$ cat config.mk
export PLATFORM = sky130hd
export DESIGN_NAME = pipeline_stall_controller
export DESIGN_NICKNAME = d
export VERILOG_FILES = /design/src/rtl/pipeline_stall_controller.sv
export SDC_FILE = /design/constraint.sdc
export NUM_CORES = 1
export LEC_CHECK = 0
export CORE_MARGIN = 5
export CORE_UTILIZATION = 50
export CTS_CLUSTER_SIZE = 28
export DETAILED_ROUTE_END_ITERATION = 16
export HOLD_SLACK_MARGIN = 0.12
export PLACE_DENSITY = 0.78
export SYNTH_ARGS = -nofsm -noshare
export SYNTH_HDL_FRONTEND = slang
export SYNTH_SLANG_ARGS = --single-unit
$ cat constraint.sdc
create_clock -name clk -period 2.2 [get_ports clk]
set_input_delay 0.44 -clock clk [delete_from_list [all_inputs] [get_ports clk]]
set_output_delay 0.44 -clock clk [all_outputs]
set_load 0.02 [all_outputs]
$ cat src/rtl/pipeline_stall_controller.sv
// rtl/pipeline_stall_controller.sv - stall/flush/bubble control and divide freeze for the 5-stage core
module pipeline_stall_controller #(
    parameter int MAX_MULDIV_CYCLES = 40,
    parameter int CNT_W             = 32
) (
    input  logic             clk,
    input  logic             rst,
    input  logic             load_use_stall,
    input  logic             branch_taken_ex,
    input  logic             muldiv_req_ex,
    input  logic             muldiv_done,
    output logic             pc_we,
    output logic             if_id_we,
    output logic             if_id_flush,
    output logic             id_ex_we,
    output logic             id_ex_flush,
    output logic             ex_mem_flush,
    output logic             muldiv_start,
    output logic             md_busy,
    output logic             muldiv_timeout,
    output logic [CNT_W-1:0] stall_count
);

    localparam int BW = (MAX_MULDIV_CYCLES > 1) ? $clog2(MAX_MULDIV_CYCLES) : 1;
    localparam logic [BW-1:0]    BUSY_LAST = BW'(MAX_MULDIV_CYCLES - 1);
    localparam logic [CNT_W-1:0] CNT_MAX   = {CNT_W{1'b1}};

    typedef enum logic {
        RUN,
        MD_BUSY
    } state_t;

    state_t          state;
    logic [BW-1:0]   busy_cnt;
    logic            release_md;
    logic            timeout_hit;

    always_comb begin
        pc_we        = 1'b1;
        if_id_we     = 1'b1;
        id_ex_we     = 1'b1;
        if_id_flush  = 1'b0;
        id_ex_flush  = 1'b0;
        ex_mem_flush = 1'b0;
        muldiv_start = 1'b0;
        md_busy      = 1'b0;
        release_md   = 1'b0;
        timeout_hit  = 1'b0;
        if (rst) begin
            pc_we        = 1'b0;
            if_id_we     = 1'b0;
            id_ex_we     = 1'b0;
            if_id_flush  = 1'b1;
            id_ex_flush  = 1'b1;
            ex_mem_flush = 1'b1;
        end else begin
            case (state)
                RUN: begin
                    if (muldiv_req_ex) begin
                        muldiv_start = 1'b1;
                        pc_we        = 1'b0;
                        if_id_we     = 1'b0;
                        id_ex_we     = 1'b0;
                        ex_mem_flush = 1'b1;
                    end else if (branch_taken_ex) begin
                        // the dependent instruction is flushed, so load-use is moot
                        if_id_flush = 1'b1;
                        id_ex_flush = 1'b1;
                    end else if (load_use_stall) begin
                        pc_we       = 1'b0;
                        if_id_we    = 1'b0;
                        id_ex_flush = 1'b1;
                    end
                end
                MD_BUSY: begin
                    md_busy     = 1'b1;
                    release_md  = muldiv_done || (busy_cnt == BUSY_LAST);
                    // a done coinciding with the watchdog counts as a normal completion
                    timeout_hit = !muldiv_done && (busy_cnt == BUSY_LAST);
                    if (!release_md) begin
                        pc_we        = 1'b0;
                        if_id_we     = 1'b0;
                        id_ex_we     = 1'b0;
                        ex_mem_flush = 1'b1;
                    end
                end
                default: begin
                    pc_we    = 1'b0;
                    if_id_we = 1'b0;
                    id_ex_we = 1'b0;
                end
            endcase
        end
    end

    always_ff @(posedge clk or posedge rst) begin
        if (rst) begin
            state          <= RUN;
            busy_cnt       <= '0;
            muldiv_timeout <= 1'b0;
            stall_count    <= '0;
        end else begin
            case (state)
                RUN: begin
                    if (muldiv_req_ex) begin
                        state    <= MD_BUSY;
                        busy_cnt <= '0;
                    end
                end
                MD_BUSY: begin
                    if (release_md) begin
                        state <= RUN;
                    end else begin
                        busy_cnt <= busy_cnt + 1'b1;
                    end
                end
                default: state <= RUN;
            endcase
            if (timeout_hit) begin
                muldiv_timeout <= 1'b1;
            end
            if (!pc_we && (stall_count != CNT_MAX)) begin
                stall_count <= stall_count + 1'b1;
            end
        end
    end

endmodule

==> results.txt <==
On the final layout, the worst clock skew is approximately 8.3 ps. Clock tree synthesis selected as its root buffer the cell clkbuf_8. Among cell families on the critical path, the largest total delay comes from buffers and inverters. The setup fix buffers added after clock tree synthesis came out at 0. The slowest stage of the critical path is the clkdlybuf4s50_1 cell. The setup slack of the critical path after layout came out at 78.9 ps.

The count of pins over their slew limit is 0. Each instance of the synthesized netlist takes up on average slightly above 10 µm². Synthesis produced a netlist with a net count of between 200 and 250.

The number of antenna diodes in the final layout is 0. The final clock period utilization by the worst path came out at 0.964. The height of the die came out at 75.8 µm. The area of the die came out at 5740 µm². After clock tree synthesis, the clock-pin slew on the worst setup and hold paths is 80 ps.

STA classifies the critical path endpoint as a primary output. The critical path required time came out at between 1500 and 2000 ps. The run finished with clean final reports. The max-cap violation count came out at 0.

The critical path launch point type is a primary input. In this run, CTS created clock tree buffers numbering 5. Detailed placement finished with a half-perimeter wire length of 3.68 mm. The transition at the pin with the smallest max-transition slack came out at 583 ps. For the final routed database, the setup TNS stands at 0 ps. The netlist area before placement came out at 2160 µm². The starting density of the core came out at 0.508. TritonCTS built the clock tree.

The global-route wire length before repair is 8.17 mm. The worst hold margin came out at 486 ps. The number of buffers on the longest clock path is 2.

The total via count after detailed routing came out at 1786. Setup repair after global routing left no endpoint under its margin. Headroom to the max-slew limit came out at 0.609. The number of DRC violations after detailed routing is 0.

The global-route usage over all layers came out at 0.188. Counting distinct cell types in the post-synthesis netlist gives 44. After technology mapping, the gate count stands at between 200 and 250.

The worst setup path is of the primary input to primary output kind. The number of cell rows came out at 24. The maximum number of pins on one net before global-route repair came out at 33. The share of the Yosys chip area taken by registers is 0.462. The number of flip-flops and latches in the synthesized netlist came out at 40. The residual overflow from global routing is 0. The violation count after the first detailed-routing iteration came out at around 120. Dividing the detail-routed wire length by the instance count gives 14.9 µm. Traced cell by cell, the critical path runs through clkdlybuf4s50_1 -> buf_4 -> nand2b_1 -> buf_4 -> nor2_1 -> dlygate4sd2_1.

The arrival time reported for the critical path endpoint came out at about 1700 ps. The largest stage delay on the critical path is 490 ps. The post-placement worst setup slack came out at -396 ps. Summed over all layers, the routed wires come to 4.90 mm. The proportion of register bits with asynchronous set or reset after synthesis is 1.00. The total count of hold-check failures in the final report came out at 0. The share of post-route cells with drive strength above 1 came out at 0.162. The cell type contributing the most total cell area after synthesis is dfrtp_1. The clock net sink count is 40. The total of buffers placed on input and output ports is 46. The H-tree depth came out at 2. The number of global-route vias before repair came out at roughly 1800. The critical path contains buffers and inverters numbering 4 combined. Timing would allow up to 471 MHz. The clock reaches the later pin of the worst-skew pair after 290 ps. The number of enable-type register cells in the synthesized netlist is 0. The area share of the leading cell type in the synthesized netlist came out at 0.462. By count the netlist is led by dfrtp_1, xnor2_1, nand2_1. The number of search-and-repair iterations in the first detailed-routing pass came out at 4. For this design the ratio of total power to cell area is around 760 nW/µm². By area the synthesized netlist is led by dfrtp_1, xnor2_1, nand4_1, nand2_1, and3_1.

The die boundary width is approximately 76 µm. The number of nets in the final layout is 284. The path class of the tightest hold or removal check is flip-flop to flip-flop. The number of routed nets with antenna violations came out at 0. Among all flip-flop cells after synthesis, the most frequent one is dfrtp_1. The worst-case IR drop observed on VDD is 0.000785 V.

The largest fanout on the critical path came out at 3. Counting stages on the worst path, the most repeated cell is buf_4. Among all cell types in the netlist, the one instantiated most often is dfrtp_1. The core region is about 4300 µm². Yosys printed 0 warnings. The leakage component of the power came out at ~0.0013 µW. The I/O pin count came out at 47.

The number of vias per cell after detailed routing is 5.43. The clock period minus final worst setup slack came out at 2120 ps. The number of antenna violations at the first check in global routing came out at 0. The area overhead of the layout relative to synthesis came out at 34.8%. The setup-violating endpoint count in the final report came out at 0. The final RePlAce weighted congestion came out at 0.788.
[repair_timing]
action	in CTS	in global routing
pin swaps	1	3
setup endpoints to repair	8	5
resized for setup	14	8
hold buffers	0	0
[registers in the layout (all words and copies together), names as in the netlist]
| signal | count |
|---|---|
| muldiv_timeout | 1 |
| busy_cnt | 6 |
| stall_count | 32 |
| state | 1 |
[placed cells by master, fill, tap and decap left out, types with 3 or more instances in the layout]
cell	Yosys	final
dfrtp_1	40	40
clkdlybuf4s50_1	0	37
xnor2_1	29	29
buf_4	1	23
nand2_1	19	19
nand4_1	15	15
nand3_1	13	13
and3_1	11	11
inv_1	9	8
nor2_1	7	7
nand4b_1	7	7
clkbuf_8	0	7
and2_1	5	5
o21ai_0	5	5
nand3_2	3	3
nor3_1	3	3
a31oi_1	3	3
dlygate4sd2_1	0	3
[final timing paths]
check,start,end,slack (ps),cells after the start
max,muldiv_req_ex,muldiv_start,80,6
max in group asynchronous,rst,stall_count[6]$_DFFE_PP0P_,1130,4
min reg2reg,stall_count[19]$_DFFE_PP0P_,stall_count[19]$_DFFE_PP0P_,490,1
min in group asynchronous,rst,busy_cnt[5]$_DFFE_PP0P_,650,4
max reg2reg,stall_count[0]$_DFFE_PP0P_,stall_count[31]$_DFFE_PP0P_,260,6
min,stall_count[19]$_DFFE_PP0P_,stall_count[19]$_DFFE_PP0P_,490,1
[metal layers]
metal | GRT usage | vias to the layer above | share of wire
li1 | - | 880 | -
met1 | 0.248 | 861 | 0.45
met2 | 0.305 | 40 | 0.49
met3 | 0.0435 | 5 | 0.050
met4 | 0.0621 | 0 | 0.013
met5 | 0 | - | 0
[worst register-to-register path, cell delays in order, from the launching register on]
cell and delay (ps):
dfrtp_1 430, ha_1 250, nand2_1 140, nor2_1 90, a211oi_1 540, nand4_1 200, xnor2_1 170
[power breakdown]
part,internal (µW),switching (µW),leakage [µW]
logic,309,304,0.000707
registers,833,120,0.000538
clock network,400,253,0.0000645
[cells by family after synthesis]
group                    share of synthesized area
buffers and inverters                       0.0434
flip-flops                                   0.462
AND/OR/NAND/NOR                              0.286
XOR/XNOR                                     0.121
AO/OA/AOI/OAI                               0.0630
adder cells (fa/ha/maj)                     0.0116
multiplexers                                0.0121
[through the flow]
| step | instances | area, µm² | utilization | total power (µW) |
|---|---|---|---|---|
| 6_report | 329 | 2920 | 0.684 | 2220 |
| 5_1_grt | 329 | 2920 | 0.684 | 2340 |
| 3_3_place_gp | 321 | 2800 | 0.656 | 1570 |
| 2_1_floorplan | 210 | 2170 | - | 1300 |
| 3_5_place_dp | 321 | 2800 | 0.656 | 1590 |
| 4_1_cts | 329 | 2910 | 0.682 | 2240 |
[area by class of cell]
type | count | area [µm²]
timing repair buffer | 68 | 618
inverter | 9 | 37.5
multi-input combinational | 152 | 1070
clock inverter | 1 | 30.0
clock buffer | 7 | 96.3
fill | 360 | 1350
tap | 52 | 65.1
sequential | 40 | 1000
No activity file was read; power rests on OpenSTA's default activity.
